--- config.mk ---
export PLATFORM = sky130hd
export DESIGN_NAME = led_bank_scheduler
export DESIGN_NICKNAME = d
export VERILOG_FILES = /design/src/rtl/led_bank_scheduler.sv
export SDC_FILE = /design/constraint.sdc
export NUM_CORES = 1
export LEC_CHECK = 0
export BUFFER_PORTS_ARGS = -buffer_cell sky130_fd_sc_hd__buf_4
export CAP_MARGIN = 20
export CORE_AREA = 2 2 77 79
export CTS_BUF_LIST = sky130_fd_sc_hd__clkbuf_16
export DETAILED_ROUTE_END_ITERATION = 10
export DIE_AREA = 0 0 79 81
export PLACE_DENSITY_LB_ADDON = 0.25
export SLEW_MARGIN = 20
export SYNTH_ARGS = -nofsm -noshare
export SYNTH_HDL_FRONTEND = slang
export SYNTH_SLANG_ARGS = --single-unit
--- constraint.sdc ---
create_clock -name SYS_CLK -period 3.2 [get_ports SYS_CLK]
set_input_delay 0.32 -clock SYS_CLK [delete_from_list [all_inputs] [get_ports SYS_CLK]]
set_output_delay 0.32 -clock SYS_CLK [all_outputs]
set_load 0.005 [all_outputs]
--- src/rtl/led_bank_scheduler.sv ---
// Round-robin LED bank scheduler: grants one of four pattern sources per dwell slot.
// Optional macro LED_SCHED_PRIO_EN makes source 0 preemptive.
module led_bank_scheduler #(
  parameter int unsigned CLK_FREQ    = 50_000_000,
  parameter int unsigned TICK_HZ     = 1,
  parameter int unsigned DWELL_TICKS = 8
) (
  input  logic        SYS_CLK,
  input  logic        RESET,
  input  logic [3:0]  REQ,
  input  logic [31:0] PAT,
  input  logic        HOLD,
  output logic [3:0]  GRANT,
  output logic [3:0]  ADV_TICK,
  output logic [7:0]  LED_OUT,
  output logic [1:0]  ACTIVE_IDX,
  output logic        BUSY
);

  localparam int unsigned TICK_DIV = CLK_FREQ / TICK_HZ;
  localparam int unsigned CNT_W    = $clog2(TICK_DIV);
  localparam int unsigned DWELL_W  = 8;
  localparam logic [CNT_W-1:0]   CNT_LAST   = CNT_W'(TICK_DIV - 1);
  localparam logic [DWELL_W-1:0] DWELL_LAST = DWELL_W'(DWELL_TICKS - 1);

  typedef enum logic {
    S_IDLE  = 1'b0,
    S_GRANT = 1'b1
  } state_t;

  state_t             state;
  state_t             state_n;
  logic [CNT_W-1:0]   cnt;
  logic [CNT_W-1:0]   cnt_n;
  logic               tick_c;
  logic               tick_n;
  logic [DWELL_W-1:0] dwell;
  logic [DWELL_W-1:0] dwell_n;
  logic [1:0]         idx_n;
  logic [3:0]         grant_n;
  logic               preempt_c;
  logic [2:0]         first_c;
  logic [2:0]         rr_c;

  // First requester at or after start (mod 4); returns {found, index}.
  function automatic logic [2:0] rr_pick(input logic [3:0] req, input logic [1:0] start);
    logic [2:0] pick;
    logic [1:0] cand;
    pick = 3'b000;
    for (int i = 3; i >= 0; i--) begin
      cand = start + 2'(i);
      if (req[cand]) pick = {1'b1, cand};
    end
    return pick;
  endfunction

  assign first_c = rr_pick(REQ, 2'd0);
  assign rr_c    = rr_pick(REQ, ACTIVE_IDX + 2'd1);

`ifdef LED_SCHED_PRIO_EN
  assign preempt_c = REQ[0] && (ACTIVE_IDX != 2'd0);
`else
  assign preempt_c = 1'b0;
`endif

  // Free-running prescaler; tick_n anticipates the tick so ADV_TICK can be registered.
  always_comb begin
    tick_c = (cnt == CNT_LAST);
    cnt_n  = tick_c ? '0 : cnt + CNT_W'(1);
    tick_n = (cnt_n == CNT_LAST);
  end

  // Next-state, grant selection and dwell accounting.
  always_comb begin
    state_n = state;
    idx_n   = ACTIVE_IDX;
    dwell_n = dwell;
    case (state)
      S_IDLE: begin
        if (first_c[2]) begin
          state_n = S_GRANT;
          idx_n   = first_c[1:0];
          dwell_n = '0;
        end
      end
      S_GRANT: begin
        if (preempt_c) begin
          idx_n   = 2'd0;
          dwell_n = '0;
        end else if (!REQ[ACTIVE_IDX]) begin
          dwell_n = '0;
          if (rr_c[2]) begin
            idx_n = rr_c[1:0];
          end else begin
            state_n = S_IDLE;
            idx_n   = 2'd0;
          end
        end else if (tick_c && !HOLD) begin
          // Active source still requests, so rr_c always finds someone (possibly itself).
          if (dwell == DWELL_LAST) begin
            dwell_n = '0;
            idx_n   = rr_c[1:0];
          end else begin
            dwell_n = dwell + DWELL_W'(1);
          end
        end
      end
      default: begin
        state_n = S_IDLE;
        idx_n   = 2'd0;
        dwell_n = '0;
      end
    endcase
    grant_n = (state_n == S_GRANT) ? (4'b0001 << idx_n) : 4'b0000;
  end

  always_ff @(posedge SYS_CLK or posedge RESET) begin
    if (RESET) begin
      state      <= S_IDLE;
      cnt        <= '0;
      dwell      <= '0;
      ACTIVE_IDX <= 2'd0;
    end else begin
      state      <= state_n;
      cnt        <= cnt_n;
      dwell      <= dwell_n;
      ACTIVE_IDX <= idx_n;
    end
  end

  // LED_OUT follows the grant held during the previous cycle.
  always_ff @(posedge SYS_CLK or posedge RESET) begin
    if (RESET) begin
      GRANT    <= 4'b0000;
      ADV_TICK <= 4'b0000;
      BUSY     <= 1'b0;
      LED_OUT  <= 8'h00;
    end else begin
      GRANT    <= grant_n;
      ADV_TICK <= grant_n & {4{tick_n}};
      BUSY     <= (state_n == S_GRANT);
      LED_OUT  <= BUSY ? PAT[{ACTIVE_IDX, 3'b000} +: 8] : 8'h00;
    end
  end

endmodule

Word-level counts from Yosys, hierarchy flattened
Index checks and enable logic that the tools add are counted.

word-level totals
  register bits = 53
  bits of input ports = 39
  output and inout port bits = 19
  logic and storage cells = 66

operators by class
  add/subtract/negate cells = 6
  magnitude comparators = 5
  eq/ne operators = 5
  shift operators = 2
  multiplexer cells = 36
  bitwise logic cells = 2
  reduce and logical (&&, ||, !) cells = 3

operator list
  operator               count
  $eq 26x26->1 const B   2
  $mux 8                 5
  $shiftx 32x6->8        1
  $add 26x1->26 const B  1
  $mux 26                1
  $mux 3                 8
  $pmux 8 s2             1
  $lt 2x3->1 const B     5
  $bmux 1 s2             5
  $mux 2                 5
  $add 8x1->8 const B    1
  $eq 8x3->1 const B     1
  $mux 1                 8
  $add 2x1->2 const B    2
  $add 2x2->2 const B    2
  $and 4x4->4            1
  $mux 4                 1
  $pmux 2 s2             1
  $shl 1x2->4 const A    1
  $ne 3x2->1 const B     1
  $ne 2x2->1 const B     1
  $pmux 1 s2             1
  $reduce_and 2->1       1
  $logic_and 1x1->1      1
  other kinds (2)        2

Depth between registers and ports, before layout
Gate-level depths: netlist of run 1.

  depth in word-level cells = 15
  mapped depth = 8

Worst setup path after synthesis of run 1
Ideal clock, no wire load.

  kind = register to register
  start = register cnt[0]
  end = register ADV_TICK[0]
  setup time = 72 ps
  arrival time = 2398 ps
  data required time = 3128 ps
  path slack = 731 ps
  cell stages (with the launch flop) = 9
  path buffers = 0
  clock period less this slack = 2469 ps
  cells stage by stage = dfrtp_1 -> ha_1 -> nand4_4 -> or4_4 -> or4_4 -> a21oi_4 -> o31ai_4 -> nand3b_1 -> nor2_1

on the way
  longest elaborated chain between the ends = 8
  elaborated cells on any way between the ends = 11
  classes of those cells = 1 x add/sub; 2 x eq/ne; 1 x shift; 5 x mux; 1 x bitwise; 1 x reduce/logical

ends and longest elaborated chain
  element                   line  RTL
  start: declaration        33    logic [CNT_W-1:0] cnt;
  start signal: assignment  125   cnt <= cnt_n;
  $eq 26x26->1              68    tick_c = (cnt == CNT_LAST);
  $logic_and 1x1->1         98    end else if (tick_c && !HOLD) begin
  $mux 2                    98
  $mux 2                    90    end else if (!REQ[ACTIVE_IDX]) begin
  $pmux 2 s2                78    case (state)
  net idx_n[0]              39    logic [1:0] idx_n;
  $shl 1x2->4               114   grant_n = (state_n == S_GRANT) ? (4'b0001 << idx_n) : 4'b0000;
  $mux 4                    114
  $and 4x4->4               140   ADV_TICK <= grant_n & {4{tick_n}};
  end signal: assignment    140
  end: declaration          14    output logic [3:0] ADV_TICK,

The timed path passes the listed nets, and every way through them passes these cells.
A chain may end at the register's enable or synchronous reset.

Worst setup path in the final report of run 1
Ends and elaborated chain as after synthesis.

==> results of run 1 <==
==> area by class of cell <==
class	instances	area [um^2]
Fill cell	496	2030
Sequential cell	53	1330
Timing Repair Buffer	60	450
Clock buffer	5	125
Clock inverter	3	42.5
Tap cell	75	93.8
Multi-Input combinational cell	217	1570
Inverter	10	37.5
==> flip-flops by register name, indices dropped and copies added, names as in the netlist <==
| name | cells |
|---|---|
| cnt | 26 |
| BUSY | 1 |
| ACTIVE_IDX | 2 |
| ADV_TICK | 4 |
| dwell | 8 |
| LED_OUT | 8 |
| GRANT | 4 |
==> power by group <==
part / internal (mW) / switching, mW / total (mW)
sequential: 0.767 / 0.0798 / 0.847
clock: 0.368 / 0.238 / 0.606
combinational: 0.372 / 0.299 / 0.671
total: 1.51 / 0.617 / 2.12
==> worst max path at each step <==
stage	from	endpoint	slack, ns	depth (start not counted)
floorplan	cnt[0]	ADV_TICK[0]	0.73	8
global placement	cnt[0]	ADV_TICK[0]	0.65	8
detailed placement	cnt[0]	ADV_TICK[0]	0.54	8
CTS	cnt[0]	ADV_TICK[0]	0.52	8
global route	cnt[0]	ADV_TICK[3]	0.35	8
finish	cnt[0]	ADV_TICK[0]	0.52	8
==> Yosys cell counts (all sizes together) (2+ instances only) <==
cell and count:
nor2 33, a21o 2, a21oi 8, o21ai 15, o211ai 2, ha 2
xnor2 14, clkbuf 4, nor2b 6, or4 9, mux4 9, or3b 4
o22ai 2, inv 10, and2 9, nand4 10, xor2 9, nor4b 3
and4 3, and3 8, buf 6, or2 2, nor4 5, nor3 3
nand2 16, o31ai 5, nand2b 4, a211oi 2, dfrtp 53, or3 2
nand3b 2, nand3 14
==> cell families (layout without fill, tap and decap cells) <==
group	count (synthesis)	after routing	synth area share, %
flops	53	53	44.5
mux	9	9	6.80
buf+inv	20	78	2.73
compound gates	46	46	10.8
fa+ha+maj	2	2	0.839
xor+xnor	23	23	6.76
simple gates	137	137	27.5
==> critical path, stage by stage, from the launching register on <==
cell and delay, ns:
dfrtp_1 0.43, ha_1 0.31, nand4_4 0.19, or4_4 0.57
or4_4 0.51, a21oi_4 0.18, o31ai_4 0.10, nand3b_1 0.20
nor2_1 0.11
==> metrics by stage <==
step	cell area (um^2)	instances	total power [mW]	util, %	hold WS (ns)
floorplan	2980	290	1.27	-	0.439
global placement	3480	415	1.53	61.3	0.457
detailed placement	3480	415	1.54	61.3	0.471
CTS	3650	423	2.15	64.3	0.169
global route	3650	423	2.24	64.3	0.217
finish	3650	423	2.12	64.3	0.142
==> per-layer routing <==
| metal | GRT usage [%] | routed length [um] |
|---|---|---|
| met5 | 0 | 0 |
| met4 | 6.72 | 94 |
| met3 | 4.22 | 291 |
| met2 | 39.1 | 3460 |
| met1 | 28.8 | 2870 |
==> results.json, run 1 <==
{
  "synth_cells": 290,
  "status": "complete, no violations",
  "worst-slew-pin-transition_ns": 0.706,
  "vias_per_cell": 5.87,
  "cp_max_fo": 8,
  "seq_area_frac_synth_pct": 44.5,
  "power_density_nw_per_um2": 582,
  "fin_nets": 388,
  "cts_buffers": 5,
  "syn_to_final_growth_pct": 22.4,
  "layout-drive-gt1-share_pct": 27.3,
  "r2r_cells": 8,
  "ys.flop_type": "dfrtp_1",
  "ant_nets": 0,
  "antenna_found_initial": 0,
  "worstPathArrival_ns": 2.90,
  "synth_nets": 331,
  "gr-usage-all-layers_pct": 22.5,
  "start_util_pct": 52.5,
  "diodes": 0,
  "die_width_um": 79,
  "root_buffer": "clkbuf_16",
  "overflow": 0,
  "final_common_cell": "buf_4",
  "core_area_um2": 5680,
  "pin_count": 58,
  "reg2reg_slack_ns": 0.52,
  "ctsHtreeMaxLevel": 2,
  "preCtsSetupSlack_ns": 0.536,
  "dr.pass1.iters": 4,
  "fin_crit_ns": 2.68,
  "crit_type": "flop to flop",
  "clock_skew_ns": 0.00407,
  "drt_iter0_drc": 151,
  "ctsHoldBuffers": 0,
  "r2r-start": "cnt[0]",
  "cts_tree": "built",
  "min_period_over_period_pct": 83.7,
  "worstPathRequired_ns": 3.42,
  "wire_per_inst_um": 15.9,
  "total_leakage_power_nw": 1.59,
  "drv_cap": 0,
  "grt_pass1_vias": 2373,
  "clk_latency_ns": 0.29,
  "ir_drop_mv": 0.411,
  "fmax_ghz": 0.373,
  "start_kind": "flop",
  "syn_avg_cell_area_um2": 10.3,
  "setup_tns_ns": 0,
  "synthesis.area_um2": 2980,
  "die_height_um": 81,
  "yosysTopAreaCell": "dfrtp_1",
  "rsz0062_at_grt": "false",
  "slew_headroom_pct": 53.0,
  "final-setup-viol-count": 0,
  "synth_edf_count": 0,
  "num_rows": 28,
  "endpoint_kind": "flop",
  "clkTransAtPathRegs_ns": 0.07,
  "routed_wl_mm": 6.72,
  "synthArstFlopShare_pct": 100,
  "drc": 0,
  "grt_start_max_net_pins": 35,
  "synth.area.top_cells": "dfrtp_1, mux4_2, xnor2_1",
  "hpwl_mm": 5.05,
  "grt_pass1_wl_mm": 11.2,
  "final_cell_mix": "buf_4, dfrtp_1, nor2_1",
  "clkSinkCount": 53,
  "cts_buffer_depth": 2,
  "hp-class": "primary input to asynchronous set/reset pin",
  "cts_resized": 0,
  "ys_warn_count": 0,
  "synth-seq-cells": 53,
  "via_count": 2485,
  "r2r_end": "ADV_TICK[0]",
  "post_cts_buffers": 0,
  "place_congestion": 0.873,
  "synth_top_area_share_pct": 44.5,
  "finalWorstSetupSlack_ns": 0.522,
  "ys_types": 55,
  "hold_viol_final": 0,
  "die_area_um2": 6400,
  "finalMaxSlewViolations": 0,
  "numPortBuffers": 57
}
No activity file was read; power rests on OpenSTA's default activity.
==> inputs of run 2 (changes only) <==
--- a/config.mk
+++ b/config.mk
@@ -7,10 +7,10 @@
 export LEC_CHECK = 0
 export BUFFER_PORTS_ARGS = -buffer_cell sky130_fd_sc_hd__buf_4
 export CAP_MARGIN = 20
-export CORE_AREA = 2 2 77 79
+export CORE_AREA = 2 2 81 83
 export CTS_BUF_LIST = sky130_fd_sc_hd__clkbuf_16
 export DETAILED_ROUTE_END_ITERATION = 10
-export DIE_AREA = 0 0 79 81
+export DIE_AREA = 0 0 83 85
 export PLACE_DENSITY_LB_ADDON = 0.25
 export SLEW_MARGIN = 20
 export SYNTH_ARGS = -nofsm -noshare
==> constraint.sdc (replaced) <==
create_clock -name SYS_CLK -period 2.3 [get_ports SYS_CLK]
set_input_delay 0.23 -clock SYS_CLK [delete_from_list [all_inputs] [get_ports SYS_CLK]]
set_output_delay 0.23 -clock SYS_CLK [all_outputs]
set_load 0.005 [all_outputs]
==> run 2 against run 1 <==
Effect of this change: the run now ends with setup timing left; critical path depth stayed put; final cell count up 13%; register-to-register slack got worse by 0.57 ns; first-iteration DRC count shrank 38%; sequential cell count unchanged; clock skew grew 0.0067 ns; critical path type unchanged; clock-buffer cell count did not move.
==> results.json, run 2 (synthesis gave the netlist of run 1 again) <==
{
  "status": "finished with violations",
  "failed_checks": "setup timing",
  "power_density_nw_per_um2": 739,
  "largest_register": "cnt",
  "hold_depth": 3,
  "pwr-share-seq_pct": 37.5,
  "layout-drive-gt1-share_pct": 40.3,
  "drc": 0,
  "drt_iter0_drc": 94,
  "wire_per_inst_um": 15.7,
  "num_rows": 29,
  "power.switching_uw": 900,
  "clkTransAtPathRegs_ns": 0.07,
  "switching_share_pct": 29.3,
  "grt_pass1_wl_mm": 12.7,
  "gr-usage-all-layers_pct": 22.2,
  "die_height_um": 85,
  "rsz0062_at_grt": "true",
  "crit_type": "flop to flop",
  "final_cell_mix": "buf_4, dfrtp_1, nor2_1",
  "diodes": 0,
  "start_util_pct": 48.0,
  "routed_wl_mm": 7.50,
  "finalMaxSlewViolations": 0,
  "place_congestion": 0.929,
  "via_count": 2672,
  "ir_drop_mv": 0.493,
  "min_period_over_period_pct": 102,
  "cts_tree": "built",
  "final_common_cell": "buf_4",
  "setup_tns_ns": -0.114,
  "vias_per_cell": 5.60,
  "overflow": 0,
  "fin_nets": 440,
  "root_buffer": "clkbuf_16",
  "numPortBuffers": 57,
  "grt_start_max_net_pins": 21,
  "dr.pass1.iters": 4,
  "core_area_um2": 6200,
  "grt_pass1_vias": 2733,
  "fmax_ghz": 0.426,
  "drv_cap": 0,
  "slew_headroom_pct": 72.9,
  "placed_cell_area_um2": 3870,
  "hp-class": "primary input to flop",
  "pin_count": 58,
  "worstPathRequired_ns": 2.52,
  "cp_max_fo": 6,
  "ant_nets": 0,
  "clock_skew_ns": 0.0108,
  "largest_reg_flops": 26,
  "r2r_cells": 8,
  "design_area_um2": 4150,
  "start_kind": "flop",
  "hold_viol_final": 0,
  "worstPathArrival_ns": 2.57,
  "die_width_um": 83,
  "clkSinkCount": 53,
  "combPwrFrac_pct": 34.8,
  "ctsHtreeMaxLevel": 2,
  "hpwl_mm": 5.71,
  "largest_registers": "cnt (26), LED_OUT (8), dwell (8)",
  "final-setup-viol-count": 4,
  "syn_to_final_growth_pct": 39.4,
  "antenna_found_initial": 0,
  "finalWorstSetupSlack_ns": -0.0496,
  "clk_latency_ns": 0.29,
  "endpoint_kind": "flop",
  "fin_crit_ns": 2.35,
  "whs_ns": 0.322,
  "worst-slew-pin-transition_ns": 0.401,
  "clkPwrFrac_pct": 27.6,
  "cts_buffer_depth": 2,
  "final_core_util_pct": 66.9,
  "total_leakage_power_nw": 1.89,
  "internal_power_mw": 2.17,
  "cts_buffers": 5,
  "die_area_um2": 7060
}
## run 2: worst paths after layout
kind                           from          end  slack (ns)
hold reg to reg            dwell[6]     dwell[6]        0.50
min in group asynchronous     RESET       cnt[7]        0.47
max in group asynchronous     RESET     dwell[4]        1.22
hold / removal               REQ[2]         BUSY        0.32
setup reg to reg            cnt[13]  ADV_TICK[2]       -0.05
setup / recovery            cnt[13]  ADV_TICK[2]       -0.05
## run 2: cell type report
cell class                      instances  area (um^2)
Inverter                               10         37.5
Clock buffer                            5          125
Tap cell                               77         96.3
Clock inverter                          3         42.5
Fill cell                             467         2050
Multi-Input combinational cell        217         1670
Sequential cell                        53         1330
Timing Repair Buffer                  112          856
## run 2: layer usage
layer | vias up | routed length (um) | GRT usage [%]
li1 | 1275 | - | -
met1 | 1319 | 3070 | 26.7
met2 | 72 | 4010 | 41.3
met3 | 6 | 330 | 3.70
met4 | 0 | 81 | 6.26
met5 | - | 0 | 0
## run 2: power groups by stage
| stage | Clock [mW] | Combinational [mW] | Sequential (mW) |
|---|---|---|---|
| 2_1_floorplan | 0 | 0.613 | 1.15 |
| 3_3_place_gp | 0 | 1.04 | 1.16 |
| 3_5_place_dp | 0 | 1.06 | 1.16 |
| 4_1_cts | 0.864 | 1.06 | 1.15 |
| 5_1_grt | 0.906 | 1.18 | 1.17 |
| 6_report | 0.848 | 1.07 | 1.15 |
## run 2: per-stage QoR
| step | total power [mW] | cells | worst slack (ns) |
|---|---|---|---|
| after floorplan | 1.77 | 290 | -0.0385 |
| after global routing | 3.25 | 477 | -0.147 |
| after detailed placement | 2.22 | 464 | -0.0890 |
| after CTS | 3.08 | 473 | -0.0492 |
| final | 3.07 | 477 | -0.0496 |
| after global placement | 2.20 | 464 | -0.0323 |
## run 2: worst max-delay path: stages (launching register included)
cell and delay [ns]:
dfrtp_1 0.36, nand4_1 0.15, buf_4 0.18, or4_4 0.50, or4_4 0.51, a21oi_4 0.15, o31ai_4 0.11, nand3b_1 0.20
nor2_1 0.11
## run 2: repair_timing
item,CTS,global route
hold buffers,1,0
cloned,0,0
pin swaps,1,9
setup buffers,0,4
setup endpoints to repair,4,13
endpoints found under the hold margin,16,0
resized for setup,7,10
